<file path="src/rtl/serial_pkg.sv">
// Shared constants and state encoding for the serial receiver.
package serial_pkg;

    localparam int unsigned CLKS_PER_BIT_DEF = 16;
    localparam int unsigned DATA_BITS_DEF    = 8;

    typedef enum logic [1:0] {
        StIdle  = 2'd0,
        StStart = 2'd1,
        StData  = 2'd2,
        StStop  = 2'd3
    } rx_state_e;

endpackage

</file>
<file path="src/rtl/serial_rx_sync2.sv">
// Two-flop synchronizer with asynchronous active-low reset to a chosen value.
module sync2 #(
    parameter logic RESET_VAL = 1'b1
) (
    input  logic clk,
    input  logic rst_n,
    input  logic d,
    output logic q
);

    logic meta_q;
    logic sync_q;

    always_ff @(posedge clk or negedge rst_n) begin
        if (!rst_n) begin
            meta_q <= RESET_VAL;
            sync_q <= RESET_VAL;
        end else begin
            meta_q <= d;
            sync_q <= meta_q;
        end
    end

    assign q = sync_q;

endmodule

</file>
<file path="src/rtl/serial_rx.sv">
// UART-style serial receiver: start-bit validation, centre sampling, stop-bit check.
module serial_rx
    import serial_pkg::*;
#(
    parameter int unsigned CLKS_PER_BIT = CLKS_PER_BIT_DEF,
    parameter int unsigned DATA_BITS    = DATA_BITS_DEF
) (
    input  logic                 clk,
    input  logic                 rst_n,
    input  logic                 in,
    output logic [DATA_BITS-1:0] data,
    output logic                 valid,
    output logic                 frame_err,
    output logic                 busy
);

    localparam int unsigned CW = $clog2(CLKS_PER_BIT) + 1;
    localparam int unsigned BW = $clog2(DATA_BITS);
    localparam logic [CW-1:0] HALF_LAST = CW'(CLKS_PER_BIT / 2 - 1);
    localparam logic [CW-1:0] BIT_LAST  = CW'(CLKS_PER_BIT - 1);
    localparam logic [BW-1:0] BITS_LAST = BW'(DATA_BITS - 1);

    logic rx_s;

    sync2 #(
        .RESET_VAL(1'b1)
    ) u_sync (
        .clk  (clk),
        .rst_n(rst_n),
        .d    (in),
        .q    (rx_s)
    );

    rx_state_e state_q, state_d;
    logic [CW-1:0]        cnt_q;
    logic [BW-1:0]        bit_q;
    logic [DATA_BITS-1:0] shift_q;
    logic [DATA_BITS-1:0] data_q;
    logic                 valid_q;
    logic                 frame_err_q;
    logic                 hold_q;

    logic cnt_clr;
    logic shift_en;
    logic load;
    logic err;

    always_ff @(posedge clk or negedge rst_n) begin
        if (!rst_n) begin
            state_q <= StIdle;
        end else begin
            state_q <= state_d;
        end
    end

    always_comb begin
        state_d  = state_q;
        cnt_clr  = 1'b0;
        shift_en = 1'b0;
        load     = 1'b0;
        err      = 1'b0;
        unique case (state_q)
            StIdle: begin
                cnt_clr = 1'b1;
                // After a frame error the line must go high before a new start counts.
                if (!rx_s && !hold_q) begin
                    state_d = StStart;
                end
            end
            StStart: begin
                if (cnt_q == HALF_LAST) begin
                    cnt_clr = 1'b1;
                    state_d = rx_s ? StIdle : StData;
                end
            end
            StData: begin
                if (cnt_q == BIT_LAST) begin
                    cnt_clr  = 1'b1;
                    shift_en = 1'b1;
                    if (bit_q == BITS_LAST) begin
                        state_d = StStop;
                    end
                end
            end
            StStop: begin
                if (cnt_q == BIT_LAST) begin
                    cnt_clr = 1'b1;
                    state_d = StIdle;
                    load    = rx_s;
                    err     = ~rx_s;
                end
            end
            default: state_d = StIdle;
        endcase
    end

    always_ff @(posedge clk or negedge rst_n) begin
        if (!rst_n) begin
            cnt_q <= '0;
            bit_q <= '0;
        end else begin
            cnt_q <= cnt_clr ? '0 : cnt_q + CW'(1);
            if (state_q == StIdle) begin
                bit_q <= '0;
            end else if (shift_en) begin
                bit_q <= bit_q + BW'(1);
            end
        end
    end

    always_ff @(posedge clk or negedge rst_n) begin
        if (!rst_n) begin
            shift_q     <= '0;
            data_q      <= '0;
            valid_q     <= 1'b0;
            frame_err_q <= 1'b0;
            hold_q      <= 1'b0;
        end else begin
            if (shift_en) begin
                shift_q[bit_q] <= rx_s;
            end
            if (load) begin
                data_q <= shift_q;
            end
            valid_q     <= load;
            frame_err_q <= err;
            if (err) begin
                hold_q <= 1'b1;
            end else if (rx_s) begin
                hold_q <= 1'b0;
            end
        end
    end

    assign data      = data_q;
    assign valid     = valid_q;
    assign frame_err = frame_err_q;
    assign busy      = (state_q != StIdle);

endmodule

</file>
<file path="config.mk">
export PLATFORM = sky130hd
export DESIGN_NAME = serial_rx
export DESIGN_NICKNAME = d
export VERILOG_FILES = /design/src/rtl/serial_pkg.sv /design/src/rtl/serial_rx_sync2.sv /design/src/rtl/serial_rx.sv
export SDC_FILE = /design/constraint.sdc
export NUM_CORES = 1
export LEC_CHECK = 0
export CORE_ASPECT_RATIO = 1.75
export CORE_MARGIN = 2
export CORE_UTILIZATION = 40
export CTS_BUF_LIST = sky130_fd_sc_hd__clkbuf_4 sky130_fd_sc_hd__clkbuf_8
export DETAILED_ROUTE_END_ITERATION = 10
export SYNTH_ARGS = -nofsm -noshare
export SYNTH_HDL_FRONTEND = slang
export SYNTH_SLANG_ARGS = --single-unit
</file>
<file path="constraint.sdc">
create_clock -name clk -period 3.19 [get_ports clk]
set_input_delay 0.7975 -clock clk [delete_from_list [all_inputs] [get_ports clk]]
set_output_delay 0.7975 -clock clk [all_outputs]
set_load 0.01 [all_outputs]
</file>
==> results of run 1 <==
through the flow:
step	setup WS [ns]	power (W)	hold slack (ns)	instance area, µm²
finish	0.804	0.000902	0.356	1600
global route	0.725	0.000962	0.365	1600
CTS	0.789	0.000916	0.356	1600
detailed placement	1.10	0.000606	0.348	1510
global placement	1.13	0.000601	0.346	1510
floorplan	1.37	0.000569	0.345	1340
synthesized netlist by cell type:
| master | number |
|---|---|
| nand2_1 | 5 |
| o41ai_1 | 1 |
| a31oi_1 | 1 |
| nor3_1 | 2 |
| ha_1 | 5 |
| nor2_1 | 6 |
| a21oi_1 | 2 |
| nand2b_1 | 1 |
| nor2b_1 | 2 |
| nand4_2 | 1 |
| dfrtp_1 | 29 |
| dfstp_2 | 2 |
| buf_4 | 1 |
| inv_1 | 5 |
| a21o_1 | 1 |
| nand4b_1 | 1 |
| or2_2 | 1 |
| o21bai_1 | 1 |
| nand4bb_1 | 1 |
| buf_2 | 3 |
| mux2_2 | 16 |
| clkbuf_1 | 1 |
| a311o_1 | 1 |
| xor2_1 | 2 |
| and3_1 | 3 |
| nor3b_1 | 2 |
| a22o_1 | 2 |
| nand3b_1 | 3 |
| and4bb_2 | 1 |
| nand3_1 | 3 |
state kept, by name, summed over array words and instances (netlist names), named ones only:
name,cells
data,8
shift_q,8
cnt_q,5
bit_q,3
frame_err,1
hold_q,1
state_q,1
u_sync.meta_q,1
u_sync.q,1
valid,1
kinds of logic (layout without fill, tap and decap cells):
logic type | after synthesis | count (layout)
xor+xnor | 2 | 2
flops | 31 | 31
fa+ha+maj | 5 | 5
simple gates | 32 | 32
mux | 16 | 16
buf+inv | 10 | 27
compound gates | 9 | 9
report_power, final:
part	leakage [nW]	switching (W)	internal (W)
sequential	0.417	0.0000462	0.000426
clock	0.0491	0.000134	0.000170
combinational	0.317	0.0000620	0.0000642
total	0.784	0.000242	0.000660
worst max path at each step:
| stage | startpoint | endpoint | cells past startpoint |
|---|---|---|---|
| 5_1_grt | flip-flop | busy | 2 |
| 3_3_place_gp | flip-flop | busy | 2 |
| 4_1_cts | flip-flop | busy | 2 |
| 3_5_place_dp | flip-flop | busy | 2 |
| 2_1_floorplan | cnt_q[0] | shift_q[4] | 6 |
| 6_report | flip-flop | busy | 2 |
routing by layer:
metal	vias up	GRT usage	wire [µm]
met3	8	0.0539	95
met5	-	0	0
li1	399	-	-
met1	416	0.167	895
met4	0	0.0892	76
met2	20	0.229	1140
critical path, stage by stage (launching register included):
cell	delay, ns
dfrtp_1	0.48
or2_2	0.35
clkdlybuf4s50_1	0.48
area by class of cell:
class	count	area, µm²
Fill cell	303	1580
Sequential cell	31	778
Multi-Input combinational cell	64	520
Timing Repair Buffer	14	138
Clock buffer	7	83.8
Tap cell	43	53.8
Inverter	5	18.8
Clock inverter	1	5.00
layout by cell type (no fill, tap or decap), types with 2 or more instances in the layout:
cell	instances
nand2_1	5
nor2b_1	2
mux2_2	16
a22o_1	2
xor2_1	2
nor2_1	6
nor3b_1	2
nand3_1	3
nor3_1	2
clkdlybuf4s50_1	13
nand3b_1	3
ha_1	5
dfstp_2	2
a21oi_1	2
and3_1	3
dfrtp_1	29
inv_1	5
clkbuf_8	5
clkbuf_4	2
==> summary.md, run 1 <==
| Metric | Value |
|---|---|
| WHS Endpoint | `u_sync.q` |
| Hold violation total from the final report | `0` |
| Adder-Cell Fraction of Synth Area | `0.0466` |
| Gate Count Post-Synth | `105` |
| Setup CP Type | `reg -> out` |
| Final core utilization | `0.503` |
| Req. time, crit path | `2.39 ns` |
| Antenna viol nets, final | `0` |
| Maximum vdd drop | `0.413 mV` |
| Global-route wire length before repair | `3.97 mm` |
| Syn_nets | `113` |
| PwrDens | `564 nW/µm²` |
| DRC | `0` |
| Vias per cell | `5.11` |
| Hold Path Class | `reg -> reg` |
| Synthesized area | `1340 µm²` |
| Status | `completed` |
| Multiplexer share of the synthesized area | `0.134` |
| Final worst path period share | `0.748` |
| Synth top area cells | `dfrtp_1, mux2_2, ha_1` |
| Final Max Slew Viols | `0` |
| Cell taking the most area after synthesis | `dfrtp_1` |
| Worst EP arrival | `1.59 ns` |
| CP Capture Type | `output pin` |
| Largest net degree at the start of global routing | `32` |
| I/O Buffers | `13` |
| Clk_lat worst skew | `0.28 ns` |
| Clock tree from TritonCTS | `done` |
| Starting density of the core | `0.423` |
| TritonCTS Buffers | `5` |
| Die ar. | `3860 µm²` |
| H-tree levels | `2` |
| Worst-Margin Slew | `0.439 ns` |
| Setup TNS Final | `0 ns` |
| Gr usage total | `0.149` |
| Ant. Diodes | `0` |
| Placed cell count | `157` |
| Clock Sinks | `31` |
| Min-delay src | `u_sync.meta_q` |
| Post_cts resized | `0` |
| Die Width | `47.8 µm` |
| XOR/XNOR share of the synthesized area | `0.0130` |
| Fin cells | `165` |
| Syn_area_per_cell | `12.8 µm²` |
| Sequential fraction of the synthesis area | `0.579` |
| Post-synth top area share | `0.540` |
| Routed WL per cell | `13.4 µm` |
| RSZ-0062 raised after global routing | `no` |
| Final min period | `2.39 ns` |
| FMAX | `0.419 GHz` |
| Synth Area in Simple Gates | `0.143` |
| Synth warn | `0` |
| Final Setup Violations | `0` |
| Synth cell types | `30` |
| Worst relative slew slack | `0.706` |
| Hold_buf cts | `0` |
| Core box area | `3180 µm²` |
| CTS root buf | `clkbuf_8` |
| Area Growth Syn to Fin | `18.9%` |
| Iteration count of the initial detailed-routing pass | `4` |
| Die height | `80.7 µm` |
| GP Congestion | `0.771` |
| Clock slew at the register clock pins of the worst setup and hold paths | `0.06 ns` |
| Clock skew | `0.00770 ns` |
| Post-layout nets | `129` |
| Num rows | `27` |
| Flops & latches, synth | `31` |
| Vias in the first global route | `875` |
| Post-DP HPWL | `1.54 mm` |
| Hold Path Depth | `0` |
| Ports placed on the boundary | `14` |
| Via count | `843` |
| Final wirelength | `2.21 mm` |
| Initial antenna violation count | `0` |
| # Max-Cap Violations | `0` |
| Crit Path Max Fanout | `11` |
| Share of cells above drive strength 1 | `0.246` |
| RR Endpoint | `shift_q[5]` |
| Grt total ovfl | `0` |
| Leakage dissipation | `0.784 nW` |
| Clk buf depth | `2` |
| Setup bufs post-CTS | `0` |
| Setup crit start kind | `flip-flop` |
| Starting DRC count in detailed routing | `8` |
| Synth Area in Compound Gates | `0.0503` |
| R2R Path Start | `cnt_q[0]` |
| R2r setup slk | `1.18 ns` |
| Largest family of logic cells by synthesized area | `simple AND/OR/NAND/NOR gates` |
| R2R cell count | `6` |
Note: power is estimated with default switching activity, not from simulation.
==> run 2: changes to the inputs <==
clock period = 1.9 ns   (was 3.19 ns; I/O delays follow)
==> run 2 against run 1 <==
Effect of this change: critical endpoint is now shift_q[3]; design area increased by 5.2%; sequential cell count unchanged; hold slack improved by 0.0086 ns; largest cell class unchanged; clock-buffer cell count decreased by 1; routed wire length increased by 1.5%; cell count rose by 4.8%; sequential power grew 58%; highest routed layer unchanged; sequential share of layout area down 2.4 points; first-iteration DRC count increased by 25%; setup slack got worse by 0.73 ns; die area is the same; utilization increased by 2.6 points.
==> summary.md, run 2 (same netlist as run 1, synthesis figures left out) <==
| Metric | Value |
|---|---|
| Die height | `80.7 µm (unchanged)` |
| R2r setup slk | `0.07 ns (was 1.18 ns)` |
| H-tree levels | `2 (unchanged)` |
| Num rows | `27 (unchanged)` |
| Antenna viol nets, final | `0 (unchanged)` |
| Final Setup Violations | `0 (unchanged)` |
| Worst-Margin Slew | `0.386 ns (was 0.439 ns)` |
| Most frequent cells in the layout | `dfrtp_1, mux2_2, clkdlybuf4s50_1, buf_4 (was dfrtp_1, mux2_2, clkdlybuf4s50_1, nor2_1)` |
| Ports placed on the boundary | `14 (unchanged)` |
| Sequential cell area | `778 µm² (unchanged)` |
| # Max-Cap Violations | `0 (unchanged)` |
| Final worst path period share | `0.963` |
| Area Growth Syn to Fin | `25.0% (was 18.9%)` |
| Clock tree from TritonCTS | `done (unchanged)` |
| Hold Path Class | `reg -> reg (unchanged)` |
| Iteration count of the initial detailed-routing pass | `4 (unchanged)` |
| Global-route wire length before repair | `3.88 mm (was 3.97 mm)` |
| Gr usage total | `0.141 (was 0.149)` |
| Clock slew at the register clock pins of the worst setup and hold paths | `0.06 ns (about the same)` |
| Final Max Slew Viols | `0 (unchanged)` |
| Post-layout nets | `137 (was 129)` |
| I/O Buffers | `13 (unchanged)` |
| RSZ-0062 raised after global routing | `yes (was no)` |
| PwrDens | `936 nW/µm² (was 564 nW/µm²)` |
| Multi-input logic area | `544 µm² (was 520 µm²)` |
| Vias per cell | `5.09 (was 5.11)` |
| Die Width | `47.8 µm (unchanged)` |
| Req. time, crit path | `2.06 ns (was 2.39 ns)` |
| TritonCTS Buffers | `5 (unchanged)` |
| Setup crit start kind | `flip-flop (unchanged)` |
| Core box area | `3180 µm² (unchanged)` |
| Clock skew | `0.00310 ns (was 0.00770 ns)` |
| Final min period | `1.83 ns` |
| Hold Path Depth | `0 (unchanged)` |
| Min-delay src | `u_sync.meta_q (unchanged)` |
| Worst EP arrival | `1.99 ns (was 1.59 ns)` |
| Setup crit start | `cnt_q[1]` |
| Setup TNS Final | `0 ns (unchanged)` |
| Via count | `880 (was 843)` |
| Starting DRC count in detailed routing | `10 (was 8)` |
| Ant. Diodes | `0 (unchanged)` |
| Hold violation total from the final report | `0 (unchanged)` |
| Maximum vdd drop | `0.517 mV (was 0.413 mV)` |
| Clock Sinks | `31 (unchanged)` |
| Setup bufs post-CTS | `0 (unchanged)` |
| Final wirelength | `2.24 mm (was 2.21 mm)` |
| Clk_lat worst skew | `0.27 ns (was 0.28 ns)` |
| Post-DP HPWL | `1.55 mm (was 1.54 mm)` |
| Hold Slack | `0.365 ns (was 0.356 ns)` |
| Die ar. | `3860 µm² (unchanged)` |
| Starting density of the core | `0.423 (unchanged)` |
| GP Congestion | `0.763 (was 0.771)` |
| CTS root buf | `clkbuf_8 (unchanged)` |
| Tot Pwr | `0.00157 W (was 0.000902 W)` |
| DRC | `0 (unchanged)` |
| Leakage dissipation | `0.810 nW (was 0.784 nW)` |
| Placed cell count | `165 (was 157)` |
| Largest net degree at the start of global routing | `32 (unchanged)` |
| R2R Path Start | `cnt_q[1] (was cnt_q[0])` |
| Fin cells | `173 (was 165)` |
| Share of cells above drive strength 1 | `0.323 (was 0.246)` |
| CP Capture Type | `flip-flop (was output pin)` |
| Routed WL per cell | `12.9 µm (was 13.4 µm)` |
| Crit Path Max Fanout | `4 (was 11)` |
| RR Endpoint | `shift_q[3] (was shift_q[5])` |
| Setup CP Type | `reg -> reg (was reg -> out)` |
| Filler Cell Count | `303 (unchanged)` |
| Initial antenna violation count | `0 (unchanged)` |
| WHS Endpoint | `u_sync.q (unchanged)` |
| Most common cell after layout, fill and taps aside | `dfrtp_1 (unchanged)` |
| Grt total ovfl | `0 (unchanged)` |
| Worst relative slew slack | `0.743 (was 0.706)` |
| FMAX | `0.546 GHz` |
| Status | `completed (unchanged)` |
| Clk buf depth | `2 (unchanged)` |
| Vias in the first global route | `875 (unchanged)` |
| R2R cell count | `6 (unchanged)` |
run 2: worst max path at each step:
stage / to / slack (ns)
global placement: data[1] / 0.05
floorplan: shift_q[4] / 0.08
finish: shift_q[3] / 0.07
global route: shift_q[3] / -0.02
CTS: shift_q[5] / 0.02
detailed placement: data[0] / -0.006
run 2: stage by stage:
| stage | setup WS [ns] | utilization | cell area [µm²] |
|---|---|---|---|
| after floorplan | 0.0834 | - | 1340 |
| after global placement | 0.0547 | 0.494 | 1570 |
| after detailed placement | -0.00579 | 0.494 | 1570 |
| after CTS | 0.0182 | 0.524 | 1670 |
| after global routing | -0.0164 | 0.529 | 1680 |
| final | 0.0694 | 0.529 | 1680 |
run 2: area by class of cell:
class	instances	share of cell area
Sequential cell	31	0.463
Timing Repair Buffer	22	0.117
Multi-Input combinational cell	64	0.324
Clock inverter	2	0.00745
Inverter	5	0.0112
Tap cell	43	0.0320
Clock buffer	6	0.0454
run 2: repair_timing:
action | in CTS | in global routing
resized for setup | 2 | 4
endpoints found under the setup margin | 9 | 4
hold buffers | 0 | 0
pin swaps | 0 | 0
run 2: worst max-delay path: stages (launching register included):
cell and delay [ns]:
dfrtp_1 0.35, ha_1 0.17, and3_4 0.19, ha_2 0.18, nand4b_1 0.20, nor3b_1 0.27
mux2_2 0.36
run 2: power by group:
part / switching, W / leakage [nW] / internal [W] / total, W
Combinational: 0.000168 / 0.348 / 0.000154 / 0.000323
Clock: 0.000234 / 0.0446 / 0.000270 / 0.000504
Sequential: 0.0000298 / 0.417 / 0.000716 / 0.000745
run 2: metal layers:
layer,track usage,vias up,part of all wire
li1,-,413,-
met1,0.175,448,0.45
met2,0.221,15,0.50
met3,0.0404,4,0.028
met4,0.0568,0,0.014
met5,0,-,0
